--- src/rtl/hicore_lsu_pkg.sv ---
// Shared definitions for the HiCore load/store unit: widths, FSM encoding,
// access sizes and the exception cause bit positions inside the info bundle.
package hicore_lsu_pkg;

  localparam int ADDR_W_DEF = 32;
  localparam int DATA_W_DEF = 32;
  localparam int INFO_W_DEF = 64;
  localparam int EXCP_W_DEF = 16;

  // Exception cause bits within the low EXCP_W bits of the info bundle.
  localparam int EXCP_LD_MISALIGN = 4;
  localparam int EXCP_LD_FAULT    = 5;
  localparam int EXCP_ST_MISALIGN = 6;
  localparam int EXCP_ST_FAULT    = 7;

  typedef enum logic [2:0] {
    ST_IDLE  = 3'd0,
    ST_CMD   = 3'd1,
    ST_RSP   = 3'd2,
    ST_DRAIN = 3'd3,
    ST_WB    = 3'd4
  } lsu_state_e;

  typedef enum logic [1:0] {
    SZ_BYTE  = 2'd0,
    SZ_SHORT = 2'd1,
    SZ_WORD  = 2'd2
  } lsu_size_e;

endpackage

--- src/rtl/hicore_lsu_align.sv ---
// Load data extraction: moves the addressed byte/short down to bit 0 of the
// aligned bus word and sign- or zero-extends it; words pass through.
module hicore_lsu_align
  import hicore_lsu_pkg::*;
#(
  parameter int DATA_W = DATA_W_DEF
) (
  input  logic [DATA_W-1:0] rdata,
  input  logic [1:0]        addr_lo,
  input  lsu_size_e         size,
  input  logic              is_unsigned,
  output logic [DATA_W-1:0] data
);

  logic [DATA_W-1:0] shifted;

  always_comb begin
    shifted = rdata >> {addr_lo, 3'b000};
    data    = rdata;
    case (size)
      SZ_BYTE:  data = {{(DATA_W-8){~is_unsigned & shifted[7]}}, shifted[7:0]};
      SZ_SHORT: data = {{(DATA_W-16){~is_unsigned & shifted[15]}}, shifted[15:0]};
      default:  data = rdata;
    endcase
  end

endmodule

--- src/rtl/hicore_lsu.sv ---
// HiCore load/store unit: one access in flight, AGU request -> bus command ->
// bus response -> writeback, with commit flush and a drain state for orphans.
module hicore_lsu
  import hicore_lsu_pkg::*;
#(
  parameter int ADDR_W = ADDR_W_DEF,
  parameter int DATA_W = DATA_W_DEF,
  parameter int INFO_W = INFO_W_DEF,
  parameter int EXCP_W = EXCP_W_DEF
) (
  input  logic                clk,
  input  logic                rst,
  input  logic                agu2lsu_valid,
  output logic                agu2lsu_ready,
  input  logic                agu2lsu_cancel,
  input  logic                agu2lsu_read,
  input  logic                agu2lsu_unsigned,
  input  logic                agu2lsu_word_access,
  input  logic                agu2lsu_short_access,
  input  logic                agu2lsu_byte_access,
  input  logic [ADDR_W-1:0]   agu2lsu_addr,
  input  logic [DATA_W-1:0]   agu2lsu_wdata,
  input  logic [DATA_W/8-1:0] agu2lsu_wmask,
  input  logic [INFO_W-1:0]   agu2lsu_info,
  output logic                bus_cmd_valid,
  input  logic                bus_cmd_ready,
  output logic                bus_cmd_read,
  output logic [ADDR_W-1:0]   bus_cmd_addr,
  output logic [DATA_W-1:0]   bus_cmd_wdata,
  output logic [DATA_W/8-1:0] bus_cmd_wmask,
  input  logic                bus_rsp_valid,
  input  logic                bus_rsp_err,
  input  logic [DATA_W-1:0]   bus_rsp_rdata,
  output logic                lsu2wb_valid,
  input  logic                lsu2wb_ready,
  output logic [DATA_W-1:0]   lsu2wb_data,
  output logic [INFO_W-1:0]   lsu2wb_info,
  input  logic                flush,
  output logic [2:0]          dbg_state
);

  lsu_state_e          state;
  logic                r_read;
  logic                r_unsigned;
  lsu_size_e           r_size;
  logic [ADDR_W-1:0]   r_addr;
  logic [DATA_W-1:0]   r_wdata;
  logic [DATA_W/8-1:0] r_wmask;
  logic [INFO_W-1:0]   r_info;
  logic [DATA_W-1:0]   r_data;

  logic                accept;
  logic                excp_in;
  lsu_size_e           req_size;
  logic [DATA_W-1:0]   load_data;
  logic [INFO_W-1:0]   err_bits;

  // Handshakes: a transfer happens on a rising edge where valid and ready are
  // both high; valid and payload hold steady until that edge.
  assign agu2lsu_ready = (state == ST_IDLE) & ~rst;
  assign accept        = agu2lsu_valid & agu2lsu_ready & ~agu2lsu_cancel & ~flush;
  assign excp_in       = agu2lsu_info[EXCP_W-1:0] != '0;

  assign bus_cmd_valid = (state == ST_CMD);
  assign bus_cmd_read  = r_read;
  assign bus_cmd_addr  = r_addr;
  assign bus_cmd_wdata = r_wdata;
  assign bus_cmd_wmask = r_wmask;
  assign lsu2wb_valid  = (state == ST_WB);
  assign lsu2wb_data   = r_data;
  assign lsu2wb_info   = r_info;
  assign dbg_state     = state;

  always_comb begin
    req_size = SZ_WORD;
    if (agu2lsu_byte_access)       req_size = SZ_BYTE;
    else if (agu2lsu_short_access) req_size = SZ_SHORT;
  end

  always_comb begin
    err_bits = '0;
    if (r_read) err_bits[EXCP_LD_FAULT] = 1'b1;
    else        err_bits[EXCP_ST_FAULT] = 1'b1;
  end

  hicore_lsu_align #(.DATA_W(DATA_W)) u_align (
    .rdata       (bus_rsp_rdata),
    .addr_lo     (r_addr[1:0]),
    .size        (r_size),
    .is_unsigned (r_unsigned),
    .data        (load_data)
  );

  always_ff @(posedge clk) begin
    if (rst) begin
      state      <= ST_IDLE;
      r_read     <= 1'b0;
      r_unsigned <= 1'b0;
      r_size     <= SZ_BYTE;
      r_addr     <= '0;
      r_wdata    <= '0;
      r_wmask    <= '0;
      r_info     <= '0;
      r_data     <= '0;
    end else begin
      case (state)
        ST_IDLE: if (accept) begin
          r_read     <= agu2lsu_read;
          r_unsigned <= agu2lsu_unsigned;
          r_size     <= req_size;
          r_addr     <= agu2lsu_addr;
          r_wdata    <= agu2lsu_wdata;
          r_wmask    <= agu2lsu_wmask;
          r_info     <= agu2lsu_info;
          r_data     <= '0;
          state      <= excp_in ? ST_WB : ST_CMD;
        end
        // A command accepted in the flush cycle still owes a response.
        ST_CMD: if (flush) state <= bus_cmd_ready ? ST_DRAIN : ST_IDLE;
                else if (bus_cmd_ready) state <= ST_RSP;
        ST_RSP: if (flush) state <= bus_rsp_valid ? ST_IDLE : ST_DRAIN;
                else if (bus_rsp_valid) begin
                  if (bus_rsp_err) begin
                    r_data <= '0;
                    r_info <= r_info | err_bits;
                  end else begin
                    r_data <= r_read ? load_data : '0;
                  end
                  state <= ST_WB;
                end
        ST_DRAIN: if (bus_rsp_valid) state <= ST_IDLE;
        ST_WB: if (flush || lsu2wb_ready) state <= ST_IDLE;
        default: state <= ST_IDLE;
      endcase
    end
  end

endmodule

--- config.mk ---
export PLATFORM = sky130hd
export DESIGN_NAME = hicore_lsu
export DESIGN_NICKNAME = d
export VERILOG_FILES = /design/src/rtl/hicore_lsu_pkg.sv /design/src/rtl/hicore_lsu_align.sv /design/src/rtl/hicore_lsu.sv
export SDC_FILE = /design/constraint.sdc
export NUM_CORES = 1
export LEC_CHECK = 0
export ABC_AREA = 1
export BUFFER_PORTS_ARGS = -buffer_cell sky130_fd_sc_hd__buf_4
export CAP_MARGIN = 20
export CORE_AREA = 2 2 134 136
export CTS_CLUSTER_DIAMETER = 150
export DETAILED_ROUTE_END_ITERATION = 8
export DIE_AREA = 0 0 136 138
export PLACE_DENSITY = 0.73
export SETUP_SLACK_MARGIN = 0.3
export SLEW_MARGIN = 5
export SYNTH_ARGS = -nofsm -noshare
export SYNTH_HDL_FRONTEND = slang
export SYNTH_SLANG_ARGS = --single-unit
--- constraint.sdc ---
create_clock -name clk -period 4.5 [get_ports clk]
set_input_delay 0.9 -clock clk [delete_from_list [all_inputs] [get_ports clk]]
set_output_delay 0.9 -clock clk [all_outputs]
set_load 0.03 [all_outputs]
Word-level counts from Yosys, hierarchy flattened
Index checks and enable logic that the tools add are counted.
{ "word_totals": {"register_bits": 171, "latchBits": 0, "mem_bits_rw": 0, "rom_bits": 0, "out_inout_bits": 171, "memories": 0} }
{ "op_classes": {"addsub": 0, "n_mul": 0, "div": 0, "magnitude_cmp": 0, "n_eq_ne": 13, "shifts": 1, "muxes": 27, "bitwise": 11, "reduce_logical": 9} }
{ "ops": {"columns": ["cell", "count"], "rows": [
  ["$mux W64", 4],
  ["$mux W32", 5],
  ["$pmux W32 S2", 2],
  ["$pmux W64 S2", 1],
  ["$or A64 B8 Y64", 1],
  ["$shr A32 B5 Y16", 1],
  ["$mux W3", 8],
  ["$reduce_bool A16 Y1", 1],
  ["$pmux W3 S5", 1],
  ["$ne A2 B2 Y1 const B", 5],
  ["$reduce_and A5 Y1", 2],
  ["$mux W2", 4],
  ["$and A1 B1 Y1", 6],
  ["$eq A3 B2 Y1 const B", 2],
  ["$not A1 Y1", 4],
  ["$reduce_and A4 Y1", 1],
  ["$eq A3 B1 Y1 const B", 1],
  ["$eq A3 B3 Y1 const B", 1],
  ["$logic_not A3 Y1", 1],
  ["$ne A3 B1 Y1 const B", 1],
  ["$ne A3 B3 Y1 const B", 1],
  ["$eq A2 B1 Y1 const B", 1],
  ["$logic_not A2 Y1", 1],
  ["$mux W1", 2],
  ["other kinds (4)", 4]
]} }

Longest topological paths before layout
{ "depth": {"depth_word": 8, "mapped_depth": 11, "mapped_depth_nobuf": 9} }

Cells and area by module
From an unflattened synthesis, not the netlist that was laid out.
{ "hier_totals": {"hier_cells": 990, "hier_area_um2": 7269.5} }
{ "modules_own_cells": {"columns": ["mod", "instances", "cells_per_inst", "area_each_um2"], "rows": [
  ["hicore_lsu", 1, 816, 6426.2],
  ["hicore_lsu_align", 1, 174, 843.3]
]} }

Worst setup path before layout
Ideal clock, no wire load.
{ "synth_timing": {"kind": "in2out", "start": "input rst", "end": "output agu2lsu_ready", "arrival_time_ps": 1482, "setup_slack_ps": 2118, "path_stages": 4, "n_path_buf": 1, "path_cell_list": "clkbuf_1 inv_1 nand2_2 inv_1"} }
{ "synth_via": {"elab_chain_cells": 2} }
{ "synth_lines": {"columns": ["item", "line_no", "text"], "rows": [
  ["start, declared", "hicore_lsu.sv:12", "input logic rst,"],
  ["$not A1 Y1", "hicore_lsu.sv:60", "assign agu2lsu_ready = (state == ST_IDLE) & ~rst;"],
  ["$and A1 B1 Y1", "hicore_lsu.sv:60", null],
  ["end, declared", "hicore_lsu.sv:14", "output logic agu2lsu_ready,"]
]} }
No other way between the ends.

Worst setup path after layout
{ "layout_timing": {"start": "register r_size[1]", "end": "register r_data[3] (netlist: lsu2wb_data[3])"} }
{ "layout_via": {"elab_chain_cells": 7, "elab_cells_between_ends": 8, "classes_between": "eq/ne: 1; mux: 6; reduce/logical: 1"} }
{ "layout_lines": {"columns": ["item", "line_no", "text"], "rows": [
  ["start, declared", "hicore_lsu.sv:45", "lsu_size_e r_size;"],
  ["start signal, assigned", "hicore_lsu.sv:110", "r_size <= req_size;"],
  ["$eq A2 B1 Y1 / $logic_not A2 Y1 (equally long branches)", "hicore_lsu_align.sv:20", "case (size)"],
  ["$pmux W32 S2 *", "hicore_lsu_align.sv:20", null],
  ["$mux W32 *", "hicore_lsu.sv:127", "r_data <= r_read ? load_data : '0;"],
  ["$mux W32 *", "hicore_lsu.sv:123", "if (bus_rsp_err) begin"],
  ["$mux W32 *", "hicore_lsu.sv:122", "else if (bus_rsp_valid) begin"],
  ["$mux W32 *", "hicore_lsu.sv:121", "ST_RSP: if (flush) state <= bus_rsp_valid ? ST_IDLE : ST_DRAIN;"],
  ["$pmux W32 S2 *", "hicore_lsu.sv:106", "case (state)"],
  ["end signal, assigned", "hicore_lsu.sv:127", null],
  ["end, declared", "hicore_lsu.sv:50", "logic [DATA_W-1:0] r_data;"]
]} }
Every way passes the cells marked *; elsewhere a longest branch is shown, timed or not. The select of a mux whose other input is x is not followed.
A chain may end at the register's enable or synchronous reset.

==> results.toml <==
[pwr]
netSwitchingPower_mw = 0.968
p_leak_nw = 4.53
pwr_density_cell_mw_per_mm2 = 351
p_int_mw = 2.65
p_seq_frac = 0.436
pwr-share-clk = 0.443
p_sw_frac = 0.268
ir_drop_uv = 242
power_frac_comb = 0.121

[cells_and_area]
multi_input_area_sq_mm = 0.00311
mostFrequentLayoutCells = "nand2_1, buf_4, dfxtp_1"
regArea_sq_mm = 0.00342
stdcell_count = 1562
drive_gt1_frac = 0.302
layout.nets = 1498
num_antenna_cells = 0
area_growth_pct = 44.9
num-fill-cells = 1673
stdcell_area_sq_mm = 0.0103
final_common_cell = "nand2_1"

[yosys]
ys_ff_latch = 171
async_flop_share = 0
synth_edf_count = 0
yosys.cell_types.count = 28
synthCells = 1014
ys_seq_area_frac = 0.481
syn_area_per_cell_sq_um = 7.02
ys_warn_count = 0
syn_area_sq_mm = 0.00712
synth_nets = 1192
synth-main-ff-cell = "dfxtp_1"

[setup_path]
start_kind = "flop"
rr_worst_depth = 7
path_buf_inv = 3
r2r-end = "lsu2wb_data[3]"
crit_slowest_cell = "dfxtp_1"
cp_max_fo = 28
cp.required_ns = 4.81
timing.rr.start = "r_size[1]"
end_kind = "flop"
path_cells = "clkinv_1 -> o21ai_0 -> inv_1 -> o21ai_0 -> inv_1 -> nand2_1 -> a21oi_1"
r2r_slack_ns = 2.00
critPathMaxStageDelay_ns = 0.97
crit_family = "flip-flops"
path_class = "flop to flop"
worstPathArrival_ns = 2.81

[drt]
drt-initial-drc-count = 412
remaining_drc_errors = 0
via_per_inst = 4.78
routed-via-count = 7464
wl_per_cell_um = 14.9
detail-route-antenna-nets = 0
drt_wl_total_um = 23300
dr.pass1.iters = 5

[clock_network]
postCtsHoldBufs = 0
clk_latency_ns = 0.43
root_buffer = "clkbuf_16"
cts_resized = 0
h-tree-depth = 4
cts_inserted_buffers = 17
cts.sinks = 171
clkTransAtPathRegs_ns = 0.07
clock_path_buffers = 2
post-cts-setup-buffers = 0
cts_tree = "done"

[timing]
fin_ws_ns = 2.00
timing.fmax_mhz = 400
holdWs_ns = 0.451
skew_ns = 0.0103
setup_tns_ns = 0
slew_viol_final = 0
worstMarginPinSlew_ns = 0.993
rsz0062_at_grt = "no"
min_period_ns = 2.50
max-slew-margin-rel = 0.337
setup-violations-final = 0
finalHoldViolCount = 0
finalCritPeriodShare = 0.555

[grt]
grt_pass1_vias = 6934
antenna_found_initial = 0
grt_start_max_net_pins = 196
overflow = 0
track_usage = 0.241
grt_pass1_wl_um = 35700

[floorplanning]
initial_core_util = 0.406
row_count = 49
ios = 349
core_sq_mm = 0.0175
die_w_um = 136
dieArea_sq_mm = 0.0188
die_h_um = 138

[placement]
pre_cts_ws_ns = 1.68
placed_cells = 1530
dpl.hpwl_um = 16700
place_congestion = 0.868
port_buffers = 347
place_area_sq_mm = 0.00967

[status]
status = "finished, final reports clean"

[hold_path]
min_path_cells = 2
hold_class = "flop to flop"
hp-start = "lsu2wb_info[5]"
hold_path_end = "lsu2wb_info[5]"

[run]
cap_violations = 0
-- tightest hold or removal path, stage by stage, from the launching register on --
cell and delay (ns):
dfxtp_1 0.31, inv_1 0.05, a21oi_1 0.05
-- cell type report --
type,instances,area share
Tap cell,229,0.0278
Multi-Input combinational cell,726,0.301
Clock inverter,15,0.0219
Timing Repair Buffer,352,0.257
Sequential cell,171,0.332
Inverter,52,0.0190
Clock buffer,17,0.0412
-- flip-flops by register name, summed over array words and instances (netlist names) --
| name | count |
|---|---|
| bus_cmd_addr | 32 |
| bus_cmd_read | 1 |
| bus_cmd_wdata | 32 |
| bus_cmd_wmask | 4 |
| dbg_state | 3 |
| lsu2wb_data | 32 |
| lsu2wb_info | 64 |
| r_size | 2 |
| r_unsigned | 1 |
-- cell usage after synthesis, types with 2 or more instances --
cell      count  area (sq um)
dfxtp_1     171          3420
clkbuf_1     28           105
buf_2        10          50.1
inv_1        45           169
nand3b_1      2          15.0
buf_4        16           120
nor2_2        2          12.5
nand3_2       3          30.0
nor2_1       51           191
inv_2         5          18.8
nand3_1      33           165
buf_6        10           113
nand2_2       2          12.5
o211ai_1      2          15.0
nand2_1     419          1570
a21oi_1     111           556
o21ai_0      93           465
-- how the worst max path moves through the flow --
stage               from         endpoint  slack, ns  cells past startpoint
2_1_floorplan        rst    agu2lsu_ready       2.12                      4
3_3_place_gp         rst  lsu2wb_info[25]       1.69                      8
3_5_place_dp         rst  lsu2wb_info[19]       1.68                      8
4_1_cts        r_size[1]   lsu2wb_data[3]       2.04                      7
5_1_grt        r_size[1]   lsu2wb_data[3]       1.69                      7
6_report       r_size[1]   lsu2wb_data[3]       2.00                      7
-- kinds of logic after synthesis --
group,count (synthesis),synth area share
compound gates,209,0.149
buf+inv,117,0.0831
flops,171,0.481
simple gates,517,0.288
-- per-layer routing --
metal  global-route usage  part of all wire  wire length [um]  vias up
li1                     -                 -                 -     3816
met1                0.289              0.40              9380     3338
met2                0.402              0.49             11400      276
met3               0.0832             0.088              2040       34
met4               0.0789             0.024               550        0
met5                    0                 0                 0        -
-- power groups by stage --
stage	combinational [mW]	clock, mW	sequential, mW
floorplan	0.153	0	1.68
global placement	0.435	0	1.61
detailed placement	0.438	0	1.61
CTS	0.439	1.63	1.58
global route	0.474	1.70	1.58
finish	0.437	1.60	1.58
-- stage by stage --
stage	utilization	power, mW
global placement	0.551	2.05
CTS	0.589	3.65
global route	0.589	3.75
finish	0.589	3.62
detailed placement	0.551	2.05
floorplan	-	1.83
Note: power is estimated with default switching activity, not from simulation.
